<file path="config.mk">
export PLATFORM = sky130hd
export DESIGN_NAME = logic_unit_pipe
export DESIGN_NICKNAME = d
export VERILOG_FILES = /design/src/rtl/logic_unit_pipe_pkg.sv /design/src/rtl/logic_op_n.sv /design/src/rtl/logic_unit_pipe.sv
export SDC_FILE = /design/constraint.sdc
export NUM_CORES = 1
export LEC_CHECK = 0
export CAP_MARGIN = 40
export CORE_AREA = 2 2 152 154
export CTS_BUF_LIST = sky130_fd_sc_hd__clkbuf_8
export DETAILED_ROUTE_END_ITERATION = 10
export DIE_AREA = 0 0 154 156
export DONT_BUFFER_PORTS = 1
export GPL_ROUTABILITY_DRIVEN = 0
export HOLD_SLACK_MARGIN = 0.15
export PLACE_DENSITY = 0.47
export SYNTH_ARGS = -nofsm -noshare
export SYNTH_HDL_FRONTEND = slang
export SYNTH_SLANG_ARGS = --single-unit
</file>
<file path="constraint.sdc">
create_clock -name CLK -period 2.5 [get_ports CLK]
set_input_delay 0.5 -clock CLK [delete_from_list [all_inputs] [get_ports CLK]]
set_output_delay 0.5 -clock CLK [all_outputs]
set_load 0.005 [all_outputs]
</file>
<file path="src/rtl/logic_unit_pipe_pkg.sv">
// Shared operation codes for the pipelined bitwise logic unit.
package logic_unit_pipe_pkg;

    typedef enum logic [2:0] {
        LOP_AND   = 3'b000,
        LOP_OR    = 3'b001,
        LOP_NOR   = 3'b010,
        LOP_NOTA  = 3'b011,
        LOP_XOR   = 3'b100,
        LOP_NAND  = 3'b101,
        LOP_XNOR  = 3'b110,
        LOP_PASSB = 3'b111
    } lop_e;

    localparam int unsigned NUM_OPS = 8;

endpackage

</file>
<file path="src/rtl/logic_op_n.sv">
// Combinational WIDTH-bit logic array: every bit computes all eight ops with
// gate primitives and the op code picks one.
module logic_op_n
    import logic_unit_pipe_pkg::*;
#(
    parameter int WIDTH = 32
) (
    input  lop_e             op,
    input  logic [WIDTH-1:0] a,
    input  logic [WIDTH-1:0] b,
    output logic [WIDTH-1:0] y
);

    for (genvar i = 0; i < WIDTH; i++) begin : g_bit
        wire [NUM_OPS-1:0] r;

        and  u_and  (r[LOP_AND],  a[i], b[i]);
        or   u_or   (r[LOP_OR],   a[i], b[i]);
        nor  u_nor  (r[LOP_NOR],  a[i], b[i]);
        not  u_nota (r[LOP_NOTA], a[i]);
        xor  u_xor  (r[LOP_XOR],  a[i], b[i]);
        nand u_nand (r[LOP_NAND], a[i], b[i]);
        xnor u_xnor (r[LOP_XNOR], a[i], b[i]);
        assign r[LOP_PASSB] = b[i];

        assign y[i] = r[op];
    end

endmodule

</file>
<file path="src/rtl/logic_unit_pipe.sv">
// Two-stage pipelined logic unit: S1 holds operands, S2 holds the result and
// zero flag; both stages advance independently under backpressure.
module logic_unit_pipe
    import logic_unit_pipe_pkg::*;
#(
    parameter int WIDTH = 32
) (
    input  logic             CLK,
    input  logic             RST,
    input  logic             in_valid,
    output logic             in_ready,
    input  logic [2:0]       in_op,
    input  logic [WIDTH-1:0] in_a,
    input  logic [WIDTH-1:0] in_b,
    output logic             out_valid,
    input  logic             out_ready,
    output logic [WIDTH-1:0] out_y,
    output logic             out_zero
);

    // Handshake: a transfer happens on a rising edge where valid & ready are
    // both high; valid never waits on ready, and in_ready depends on
    // out_ready combinationally so a full pipe can accept while draining.

    logic             s1_valid;
    lop_e             s1_op;
    logic [WIDTH-1:0] s1_a;
    logic [WIDTH-1:0] s1_b;
    logic             s2_valid;
    logic [WIDTH-1:0] s2_y;
    logic             s2_zero;

    logic             s1_load;
    logic             s2_load;
    logic [WIDTH-1:0] f_y;

    assign s2_load  = s1_valid & (~s2_valid | out_ready);
    assign in_ready = ~s1_valid | s2_load;
    assign s1_load  = in_valid & in_ready;

    logic_op_n #(.WIDTH(WIDTH)) u_op (
        .op (s1_op),
        .a  (s1_a),
        .b  (s1_b),
        .y  (f_y)
    );

    always_ff @(posedge CLK) begin
        if (RST) begin
            s1_valid <= 1'b0;
            s1_op    <= LOP_AND;
            s1_a     <= '0;
            s1_b     <= '0;
        end else if (s1_load) begin
            s1_valid <= 1'b1;
            s1_op    <= lop_e'(in_op);
            s1_a     <= in_a;
            s1_b     <= in_b;
        end else if (s2_load) begin
            s1_valid <= 1'b0;
        end
    end

    // Result payload is kept when draining so out_y holds its last value.
    always_ff @(posedge CLK) begin
        if (RST) begin
            s2_valid <= 1'b0;
            s2_y     <= '0;
            s2_zero  <= 1'b0;
        end else if (s2_load) begin
            s2_valid <= 1'b1;
            s2_y     <= f_y;
            s2_zero  <= ~|f_y;
        end else if (out_ready) begin
            s2_valid <= 1'b0;
        end
    end

    assign out_valid = s2_valid;
    assign out_y     = s2_y;
    assign out_zero  = s2_zero;

endmodule

</file>
After elaboration in Yosys (flattened, before gate mapping)

Index checks and enable logic that the tools add are counted.
Widths: inputs -> output; s select.

Input bits: 71
Output and inout port bits: 35
Word-level logic and storage cells: 310
Bits in registers: 102

Bitwise gates (word level): 230
$lt $le $gt $ge: 1
Mux-type cells: 68
Reduce and logical (&&, ||, !) cells: 4

Operator list:

| cell               | number |
|---|---|
| $not 1->1          | 98 |
| $bmux 1 s3         | 32 |
| $mux 1             | 36 |
| $and 1x1->1        | 34 |
| $or 1x1->1         | 34 |
| $reduce_or 32->1   | 1 |
| $xnor 1x1->1       | 32 |
| $xor 1x1->1        | 32 |
| $lt 3x4->1 const B | 1 |
| $reduce_bool 2->1  | 2 |
| $logic_not 1->1    | 1 |

Longest topological paths before layout

Gate-level depths: netlist (run 1).

Depth in word-level cells: 6
Mapped depth: 11
Gate-level depth less buffers: 9

Modules after synthesis

A second synthesis (run 1) with hierarchy kept.

Cells, all modules: 885
Area, all modules: 7,646.1 sq um

By module, submodules not included:

| module          | sequential area each (sq um) | instances | cells each | area an instance (sq um) |
|---|---|---|---|---|
| logic_op_n      | 0.0                          | 1         | 430        | 4,098.9 |
| logic_unit_pipe | 2,042.0                      | 1         | 455        | 3,547.2 |

Worst setup path before layout (run 1)

Ideal clock, no wire load.

Path type: register -> register
Start: register s1_a[12]
End: register s2_zero (netlist: out_zero)
Path buffers: 0
Arrival: 2,100 ps
Cell stages (with the launch flop): 9
Setup time: 87 ps
Period minus slack after synthesis: 2,187 ps
Slack: 313 ps
Data required time: 2,413 ps
Path through: dfxtp_1 > inv_1 > ha_1 > xor2_1 > mux2_2 > or4_1 > o41ai_2 > nand4_1 > o31ai_1

Longest elaborated chain between the ends: 6
Elaborated cells on any way between the ends: 11
Classes of those cells: mux (2); bitwise (7); reduce/logical (2)

RTL lines:

| item                                      | RTL line                           | source |
|---|---|---|
| start: declaration                        | logic_unit_pipe.sv:27              | `logic [WIDTH-1:0] s1_a;` |
| start signal: assignment                  | logic_unit_pipe.sv:57              | `s1_a <= in_a;` |
| $or 1x1->1 or $and 1x1->1 (tied branches) | n/a                                |  |
| $not 1->1 (on tied branches)              | logic_op_n.sv:19, logic_op_n.sv:22 |  |
| $bmux 1 s3 (*)                            | logic_op_n.sv:26                   | `assign y[i] = r[op];` |
| $mux 1 (implied by the code) (*)          | logic_op_n.sv:26                   |  |
| $reduce_or 32->1 (*)                      | logic_unit_pipe.sv:73              | `s2_zero <= ~\|f_y;` |
| $logic_not 1->1 (*)                       | logic_unit_pipe.sv:73              |  |
| end signal: assignment                    | logic_unit_pipe.sv:73              |  |
| end: declaration                          | logic_unit_pipe.sv:31              | `logic s2_zero;` |

Every way passes the cells marked *; elsewhere a longest branch is shown, timed or not. The select of a mux whose other input is x is not followed.
A chain may end at the register's enable or synchronous reset.

Worst setup path after layout (run 1)

Ends and elaborated chain as after synthesis.

==> impl_results.md, run 1 <==
- Clock Pin Slew Worst Setup and Hold Paths: 0.10 ns
- H-tree depth: 3
- Global-route wire length before repair: 31680 um
- Final WS setup: 0.1681 ns
- Syn_area_per_cell: between 8 and 9 sq um
- NetSw: 1.249 mW
- Met1 Usage GRT: 22.62%
- Reg power frac: 43.9%
- Max Cap Viol: 0
- CP startpoint kind: flip-flop
- Grt total ovfl: 0
- Critical path's slowest cell: or4_1
- Worst-Skew Late Latency: 0.39 ns
- Initial Util: between 30% and 40%
- Gr usage total: between 10% and 20%
- Hpwl dp: 14600 um
- Clk_skew: 0.01136 ns
- Root buffer cell: clkbuf_8
- Routing usage on met3: 3.389%
- Multi-input gate area: 5087 sq um
- Worst relative slew slack: 57.44%
- Cells after Synth: 943
- Clk pwr share: between 30% and 40%
- Worst path required time: 2.82 ns
- Via count: 5953
- Largest net degree at the start of global routing: 93
- Cell variety after synth: 49
- Switching Share: 30.12%
- Fin. Hold Viols: 0
- IO Port Bufs: 0
- Area of the mapped netlist: between 7000 and 8000 sq um
- DRT Pass-1 Iters: 4
- Die area: 24020 sq um
- I/O pin total: around 110
- Fillers: about 2300
- P_int: 2.899 mW
- Setup Buffers After CTS: 0
- Avg WL per Cell: 16.28 um
- Outcome: complete, no violations
- CTS max path bufs: 2
- RSZ-0062 raised after global routing: no
- Synth-to-Final Area Change: 9.334%
- Worst setup EP type: flip-flop
- Power per cell area: 490.5 nW/um^2
- Tcrit/Tclk final: 93.27%
- Synth async-reset ratio: 0%
- GR Util met2: between 20% and 30%
- Critical Path Max Stage Delay: 0.52 ns
- Vias in the first global route: 5793
- Yosys reg bits: 102
- Final min period: 2.332 ns
- Mapped Nets: 1142
- Nets: 1129
- Max VDD drop: 0.2929 mV
- Die width: 154 um
- Post-synth EDFFs: 0
- CTS Buf Count: 9
- Endpoints failing setup: 0
- Setup TNS: 0 ns
- Slew @ Worst Pin: 0.6345 ns
- DRC: 0
- Core box area: 22370 sq um
- Die H: roughly 160 um
- GRT Max-Usage Layer: met2
- Antenna Violating Nets Remaining: 0
- Synth warn: 0
- Pwr Total: 4.148 mW
- P_leak: 3.701 nW
- Pins Over Slew Limit: 0
- Hold crit path type: in2reg
- Register area: 2053 sq um
- Row count: 55
- Max FO, Critical Path: 4
- DRT iter0 DRCs: 248
- Critical-path cell list: inv_1 > ha_1 > xor2_1 > mux2_2 > or4_1 > o41ai_2 > nand4_1 > o31ai_1
- CTS sink count: 102
- Post-Route WL: between 15000 and 20000 um
- Number of antenna diodes: 0
- Via density per instance: 4.880
- Highest clock rate: 428.8 MHz
- Crit path DAT: ~2.7 ns
- Most used DFF post-synth: dfxtp_1
- Number of antenna violations at the first check in global routing: 0
- Layout cell share with drive strength beyond 1: about a tenth
- Seq/Total Area, Yosys: a little over a quarter
- Combinational share of power: between 20% and 30%
- Pre-CTS WS: between 0.1 and 0.15 ns
- CTS tree: done
- WS Path Type: reg2reg
==> power groups by stage <==
stage / Combinational (mW) / Clock [mW] / Sequential [mW]
after global placement: 0.951 / 0 / 1.86
after detailed placement: 0.953 / 0 / 1.86
after global routing: 1.08 / 1.47 / 1.84
after floorplan: 0.729 / 0 / 1.83
after CTS: 0.964 / 1.42 / 1.82
final: 0.951 / 1.38 / 1.82
==> registers in the layout (all words and copies together), names as in the netlist <==
name,count
out_zero,1
s1_valid,1
s1_op,3
s1_b,32
out_valid,1
out_y,32
s1_a,32
==> cell usage after synthesis, types with 2 or more instances <==
cell type	count	share of area, %
nand2_1	193	9.4
o211ai_1	4	0.39
xor2_1	14	1.6
and2_1	5	0.40
a311oi_1	4	0.45
nor4_1	3	0.24
xnor2_1	18	2.0
buf_6	6	0.87
mux2i_1	53	6.9
buf_1	5	0.24
a211oi_1	19	1.8
nor3_1	18	1.2
dfxtp_1	102	26
mux2_1	4	0.58
or4_1	2	0.19
ha_1	128	21
a221oi_1	5	0.57
nand3_1	2	0.13
o22ai_1	5	0.40
mux4_2	10	2.9
a21oi_1	87	5.6
clkbuf_1	38	1.8
mux2_2	21	3.1
nand2b_1	3	0.24
o31ai_1	2	0.19
nor2_1	54	2.6
inv_1	76	3.7
o21ai_0	25	1.6
o21ai_1	3	0.19
buf_2	3	0.19
buf_4	10	0.97
nand4_1	2	0.16
nor2b_1	3	0.24
==> layer usage <==
metal | wire length (um) | vias up
li1 | - | 3100
met1 | 9805 | 2760
met2 | 9075 | 82
met3 | 803 | 11
met4 | 180 | 0
met5 | 0 | -
==> critical path: cells and delay by family (launching register included) <==
family	cells	cell delay [ns]
multiplexers	1	0.28
buffers and inverters	1	0.07
AO/OA/AOI/OAI	2	0.46
XOR/XNOR	1	0.15
flip-flops	1	0.36
adder cells (fa/ha/maj)	1	0.30
AND/OR/NAND/NOR	2	0.65
==> cell usage in the layout (no fill, tap or decap), types with 18 or more instances in the layout <==
cell type / n
nor3_1: 18
mux2_2: 21
buf_4: 27
mux2i_1: 53
o21ai_0: 25
nand2_1: 192
ha_1: 128
nor2_1: 53
xnor2_1: 18
a21oi_1: 87
dfxtp_1: 95
a211oi_1: 19
inv_1: 77
==> metrics by stage <==
stage                     cells  util, %  hold WS [ns]  instance area [sq um]
after detailed placement   1202    36.51        0.4596                   8167
after CTS                  1220    37.77        0.1504                   8448
after floorplan             943        -        0.4482                   7735
after global placement     1202    36.51        0.4573                   8167
final                      1220    37.81        0.1687                   8457
after global routing       1220    37.81        0.1545                   8457
==> worst paths after layout <==
kind	startpoint	to	slack (ns)	depth (start not counted)
min	RST	s1_valid	0.17	1
max reg2reg	s1_a[12]	out_zero	0.17	8
max	s1_a[12]	out_zero	0.17	8
min reg2reg	s1_a[12]	s1_a[12]	0.48	2
==> cell type report <==
class                           count  area share, %
Timing Repair Buffer               38          4.764
Inverter                           78          3.492
Clock buffer                        9          1.465
Multi-Input combinational cell    701          60.16
Sequential cell                   102          24.28
Clock inverter                      7          1.627
Tap cell                          285          4.217
==> what timing repair did <==
| item | 4_1_cts | 5_1_grt |
|---|---|---|
| endpoints found under the hold margin | 8 | 0 |
| resized for setup | 0 | 6 |
| endpoints found under the setup margin | 0 | 1 |
| hold buffers | 2 | 0 |
==> kinds of logic after synthesis <==
kind of cell,Yosys count,synth area share [%]
compound gates,163,12.39
xor+xnor,32,3.623
fa+ha+maj,128,20.71
buf+inv,140,7.942
flops,102,26.40
mux,89,13.75
simple gates,289,15.19
Note: power is estimated with default switching activity, not from simulation.
==> inputs of run 2 (changes only) <==
--- a/config.mk
+++ b/config.mk
@@ -13,7 +13,6 @@
 export DONT_BUFFER_PORTS = 1
 export GPL_ROUTABILITY_DRIVEN = 0
 export HOLD_SLACK_MARGIN = 0.15
-export PLACE_DENSITY = 0.47
 export SYNTH_ARGS = -nofsm -noshare
 export SYNTH_HDL_FRONTEND = slang
 export SYNTH_SLANG_ARGS = --single-unit
==> run 2 against run 1 <==
Count of clock-buffer cells in the layout increased by 1. Fmax grew 0.35%. Highest routed layer unchanged. Sequential share of layout area is 0.17 points higher. Die area did not move. Worst hold slack got worse by 0.0021 ns.
==> impl_results.md, run 2 (same netlist as run 1, synthesis figures left out) <==
- Highest clock rate: between 400 and 500 MHz
- R2r worst-path depth: 8
- Hold Worst Slack: 0.1666 ns
- CTS tree: done
- Clock Pin Slew Worst Setup and Hold Paths: 0.10 ns
- Final WS setup: 0.1762 ns
- Slew @ Worst Pin: 0.6818 ns
- Worst path bufs/invs: 1
- Pre-CTS WS: 0.1469 ns
- R2r startpoint: s1_b[12]
- Row count: 55
- Max FO, Critical Path: 4
- CTS max path bufs: 2
- Layout cell share with drive strength beyond 1: a little over a tenth
- I/O pin total: 106
- Fillers: 2339
- Critical-path cell list: inv_1 > ha_1 > xor2_1 > mux2_2 > or4_1 > o41ai_2 > nand4_1 > o31ai_1
- DRC: 0
- Via density per instance: 4.975
- DRT Pass-1 Iters: 4
- Tcrit/Tclk final: 92.95%
- Setup TNS: 0 ns
- Die H: 156 um
- R2R Path End: out_zero
- Worst relative slew slack: 54.55%
- Vias in the first global route: between 5000 and 6000
- CTS Buf Count: 9
- Grt total ovfl: 0
- CP startpoint kind: flip-flop
- Number of antenna diodes: 0
- Hold crit path type: in2reg
- Most common cell after layout, fill and taps aside: nand2_1
- Fin. Hold Viols: 0
- Max Cap Viol: 0
- H-tree depth: 3
- Hpwl dp: 14920 um
- Outcome: complete, no violations
- Clk_skew: 0.01198 ns
- P_leak: 3.685 nW
- CTS sink count: 102
- IO Port Bufs: 0
- Most frequent cells in the layout: nand2_1, ha_1, dfxtp_1, a21oi_1, inv_1
- Critical Path Max Stage Delay: 0.50 ns
- Nets: between 1000 and 1500
- Post-Route WL: 19710 um
- DRT iter0 DRCs: ~440
- Power per cell area: 471.1 nW/um^2
- Die width: 154 um
- Worst hold start: RST
- Pins Over Slew Limit: 0
- Crit path max-delay family: simple AND/OR/NAND/NOR gates
- Worst-Skew Late Latency: 0.39 ns
- Worst path required time: 2.82 ns
- Via count: 6090
- Number of antenna violations at the first check in global routing: 0
- Largest net degree at the start of global routing: 104
- Avg WL per Cell: 16.10 um
- WS Path Type: reg2reg
- Final min period: 2.324 ns
- Synth-to-Final Area Change: 8.686%
- Reg-to-reg slack, setup: 0.18 ns
- Endpoints failing setup: 0
- Crit path DAT: about 2.6 ns
- Initial Util: 34.58%
- Core box area: 22370 sq um
- Critical path's slowest cell: or4_1
- Root buffer cell: clkbuf_8
- Hold Crit Depth: 1
- RSZ-0062 raised after global routing: no
- Max VDD drop: 0.3214 mV
- Global-route wire length before repair: 31330 um
- Gr usage total: around 17%
- Hold Path End: out_y[26]
- Die area: around 24000 sq um
- Worst setup EP type: flip-flop
- Antenna Violating Nets Remaining: 0
run 2: cell count changes in the layout (fill, tap and decap cells not counted):
cell,change
dfxtp_2,+2
buf_4,+9
clkinv_4,-1
clkinvlp_4,+3
buf_12,-3
nor2_1,+1
dfxtp_1,-2
bufinv_16,-2
nor2_2,-1
dlygate4sd3_1,-2
clkinv_2,-1
clkbuf_8,+1
run 2: how the worst max path moves through the flow:
stage	from	endpoint	slack, ns	cells after the start
finish	s1_b[12]	out_zero	0.18	8
global route	s1_a[5]	out_zero	0.003	9
CTS	s1_a[12]	out_zero	0.13	8
detailed placement	s1_a[12]	out_zero	0.15	8
global placement	s1_a[12]	out_zero	0.19	8
floorplan	s1_a[12]	out_zero	0.31	8
run 2: where the power goes:
part           internal [mW]  leakage, nW  total (mW)  switching, mW
Combinational          0.410         2.74       0.945          0.534
Clock                  0.588        0.106        1.19          0.607
Sequential              1.72        0.843        1.82          0.101
Total                   2.72         3.68        3.96           1.24
run 2: layout make-up:
cell class | instances | area, sq um | share of cell area, %
Multi-Input combinational cell | 701 | 5085 | 60.49
Timing Repair Buffer | 42 | 390.4 | 4.644
Clock buffer | 10 | 137.6 | 1.637
Inverter | 78 | 295.3 | 3.512
Sequential cell | 102 | 2056 | 24.45
Tap cell | 285 | 356.6 | 4.242
Clock inverter | 6 | 86.33 | 1.027
run 2: worst register-to-register path, cell delays in order (launching register included):
cell     delay [ns]
dfxtp_1        0.39
inv_1          0.09
ha_1           0.29
xor2_1         0.14
mux2_2         0.29
or4_1          0.50
o41ai_2        0.22
nand4_1        0.13
o31ai_1        0.20
run 2: what timing repair did:
| action | 4_1_cts | 5_1_grt |
|---|---|---|
| endpoints found under the setup margin | 0 | 1 |
| resized for setup | 0 | 8 |
| hold buffers | 0 | 0 |
| setup buffers | 0 | 0 |
run 2: metrics by stage:
step,std cells,power [mW],utilization [%],area [sq um]
2_1_floorplan,943,2.558,-,7735
3_3_place_gp,1208,2.781,36.54,8173
3_5_place_dp,1208,2.805,36.54,8173
4_1_cts,1224,4.006,37.54,8397
5_1_grt,1224,4.193,37.59,8407
6_report,1224,3.961,37.59,8407
run 2: per-layer routing:
metal | vias to the layer above | global-route usage [%] | part of all wire, %
met5 | - | 0 | 0
met4 | 0 | 4.272 | 1.5
met3 | 19 | 3.639 | 5.2
met2 | 121 | 26.59 | 45
met1 | 2840 | 22.69 | 49
li1 | 3110 | - | -
==> inputs of run 3 (changes only) <==
--- a/config.mk
+++ b/config.mk
@@ -5,14 +5,15 @@
 export SDC_FILE = /design/constraint.sdc
 export NUM_CORES = 1
 export LEC_CHECK = 0
+export ABC_AREA = 1
 export CAP_MARGIN = 40
-export CORE_AREA = 2 2 152 154
+export CORE_AREA = 2 2 155 157
 export CTS_BUF_LIST = sky130_fd_sc_hd__clkbuf_8
 export DETAILED_ROUTE_END_ITERATION = 10
-export DIE_AREA = 0 0 154 156
+export DIE_AREA = 0 0 157 159
 export DONT_BUFFER_PORTS = 1
-export GPL_ROUTABILITY_DRIVEN = 0
 export HOLD_SLACK_MARGIN = 0.15
+export MAX_ROUTING_LAYER = met4
 export SYNTH_ARGS = -nofsm -noshare
 export SYNTH_HDL_FRONTEND = slang
 export SYNTH_SLANG_ARGS = --single-unit
==> run 3 against run 2 <==
Non-clock buffer count down 21. Cell area up 0.31%. Final cell count up 23%. Critical path depth up 6. Flip-flop and latch count unchanged. Largest cell class unchanged. Largest power group unchanged. Highest routed layer unchanged.
==> impl_results.md, run 3 <==
- Largest net degree at the start of global routing: 88
- H-tree depth: 3
- Via count: 7051
- Crit. Startpoint: s1_a[27]
- Synth warn: 0
- Tcrit/Tclk final: 79.42%
- Yosys reg bits: 102
- Worst relative slew slack: roughly 67%
- Largest cells by area after synthesis: dfxtp_1, ha_1, nand2_1, inv_1, o21ai_0
- CP startpoint kind: flip-flop
- R2r worst-path depth: 14
- Combinational share of power: 27.2%
- Pwr Total: 4.131 mW
- Fin. Hold Viols: 0
- Hpwl dp: 14590 um
- Avg WL per Cell: about 14 um
- CTS tree: done
- Slew @ Worst Pin: 0.4893 ns
- Cell variety after synth: 21
- Antenna Violating Nets Remaining: 0
- Die area: between 20000 and 25000 sq um
- WS Path Type: reg2reg
- Reg power frac: 45.3%
- Most common cell in the netlist: nand2_1
- P_int: 2.635 mW
- Power per cell area: 489.9 nW/um^2
- Initial Util: 34.44%
- GPL Wtd Cong: 0.8165
- Crit path DAT: 2.33 ns
- Worst path required time: 2.84 ns
- Synth-to-Final Area Change: 5.576%
- Most frequent cells after synthesis: nand2_1, inv_1, ha_1
- Switching Share: a little over a third
- Area of the mapped netlist: 7988 sq um
- R2r startpoint: s1_a[27]
- Final min period: 1.985 ns
- Core box area: around 23000 sq um
- Grt total ovfl: 0
- Global-route wire length before repair: 33440 um
- Most common cell after layout, fill and taps aside: nand2_1
- Die H: 159 um
- Root buffer cell: clkbuf_8
- Top cell type's share of synthesized area: 25.56%
- Post-synth EDFFs: 0
- IO Port Bufs: 0
- Layout cell share with drive strength beyond 1: ~4.4%
- Worst-Skew Late Latency: 0.40 ns
- CTS sink count: 102
- Via density per instance: 4.694
- Clock Pin Slew Worst Setup and Hold Paths: ~0.11 ns
- CTS Buf Count: 9
- Number of antenna violations at the first check in global routing: 5
- R2R Path End: out_zero
- Hold crit path type: in2reg
- CTS max path bufs: 2
- DRT iter0 DRCs: 405
- Clk_skew: around 0.014 ns
- Area leader, netlist: dfxtp_1
- Setup TNS: 0 ns
- Vias in the first global route: 6515
- NetSw: around 1.5 mW
- Syn_area_per_cell: 6.553 sq um
- Gr usage total: 17.22%
- Endpoints failing setup: 0
- I/O pin total: 106
- DRT Pass-1 Iters: 4
- Pins Over Slew Limit: 0
- RSZ-0062 raised after global routing: no
- Highest clock rate: 503.7 MHz
- P_leak: about 4.3 nW
- DRC: 0
- Synth async-reset ratio: 0%
- Post-Route WL: roughly 21000 um
- Cells after Synth: around 1200
- Max Cap Viol: 0
- Crit path to: out_zero
- Most used DFF post-synth: dfxtp_1
- Outcome: complete, no violations
- Mapped Nets: between 1000 and 1500
- Seq/Total Area, Yosys: 25.56%
- Nets: 1372
- Die width: 157 um
- Reg-to-reg slack, setup: around 0.5 ns
- Clk pwr share: 27.5%
- Worst setup EP type: flip-flop
- Most frequent cells in the layout: nand2_1, inv_1, ha_1, o21ai_0, nand3_1
- Row count: 56
- Max VDD drop: 0.2313 mV
- Max FO, Critical Path: 4
==> run 3: area by class of cell <==
cell class,instances,area [sq um]
Tap cell,319,399.1
Timing Repair Buffer,21,247.7
Antenna cell,5,12.51
Fill cell,2485,14760
Clock inverter,6,62.56
Inverter,168,630.6
Clock buffer,10,137.6
Multi-Input combinational cell,871,4896
Sequential cell,102,2047
==> run 3: cells by family (layout without fill, tap and decap cells) <==
kind of cell    Yosys count  in the layout  share of synthesized area, %
compound gates          232            232                         14.93
fa+ha+maj               128            128                         20.05
buf+inv                 246            205                         13.24
flops                   102            102                         25.56
other cells               0              5                             0
simple gates            511            511                         26.22
==> run 3: critical path, cell delays in order (launching register included) <==
cell	delay [ns]
dfxtp_1	0.39
inv_1	0.10
ha_1	0.30
or2_2	0.29
nand2_1	0.06
nand2_1	0.05
nand3_1	0.08
nand2_1	0.06
clkinv_1	0.09
nand2_1	0.07
nor2_1	0.16
nand3_1	0.10
nor2_1	0.09
nor2_1	0.04
nor2_1	0.07
==> run 3: timing repair <==
item                      CTS  global route
hold buffers                1             0
setup buffers               0             0
resized for setup           0             0
hold endpoints to repair    3             0
==> run 3: routing by layer <==
metal | wire length, um | GRT usage (%) | up-vias
met5 | 0 | - | -
li1 | - | - | 3731
met4 | 296 | 4.462 | 0
met2 | 9017 | 25.88 | 135
met3 | 1301 | 4.736 | 17
met1 | 10020 | 22.77 | 3168
==> run 3: per-stage QoR <==
stage	instances	worst slack (ns)	hold slack [ns]	util [%]	instance area (sq um)
6_report	1502	0.5146	0.2500	36.36	8433
5_1_grt	1502	0.2727	0.2388	36.36	8433
4_1_cts	1497	0.4666	0.2317	36.31	8421
3_5_place_dp	1480	0.4890	0.5014	35.40	8210
3_3_place_gp	1480	0.4759	0.4924	35.40	8210
2_1_floorplan	1219	0.7952	0.4906	-	7988
==> run 3: how the worst min path moves through the flow <==
stage / start / end / slack [ns] / depth (start not counted)
6_report: RST / out_y[23] / 0.25 / 3
5_1_grt: RST / out_y[4] / 0.24 / 3
4_1_cts: RST / out_y[26] / 0.23 / 3
3_5_place_dp: s1_op[1] / s1_op[1] / 0.50 / 2
3_3_place_gp: s1_op[1] / s1_op[1] / 0.49 / 2
2_1_floorplan: out_y[27] / out_y[27] / 0.49 / 2
==> run 3: power by group through the flow <==
stage | logic [mW] | clock network (mW) | registers [mW]
6_report | 1.12 | 1.14 | 1.87
2_1_floorplan | 0.893 | 0 | 1.87
5_1_grt | 1.32 | 1.24 | 1.89
4_1_cts | 1.13 | 1.17 | 1.87
3_5_place_dp | 1.12 | 0 | 1.91
3_3_place_gp | 1.11 | 0 | 1.91
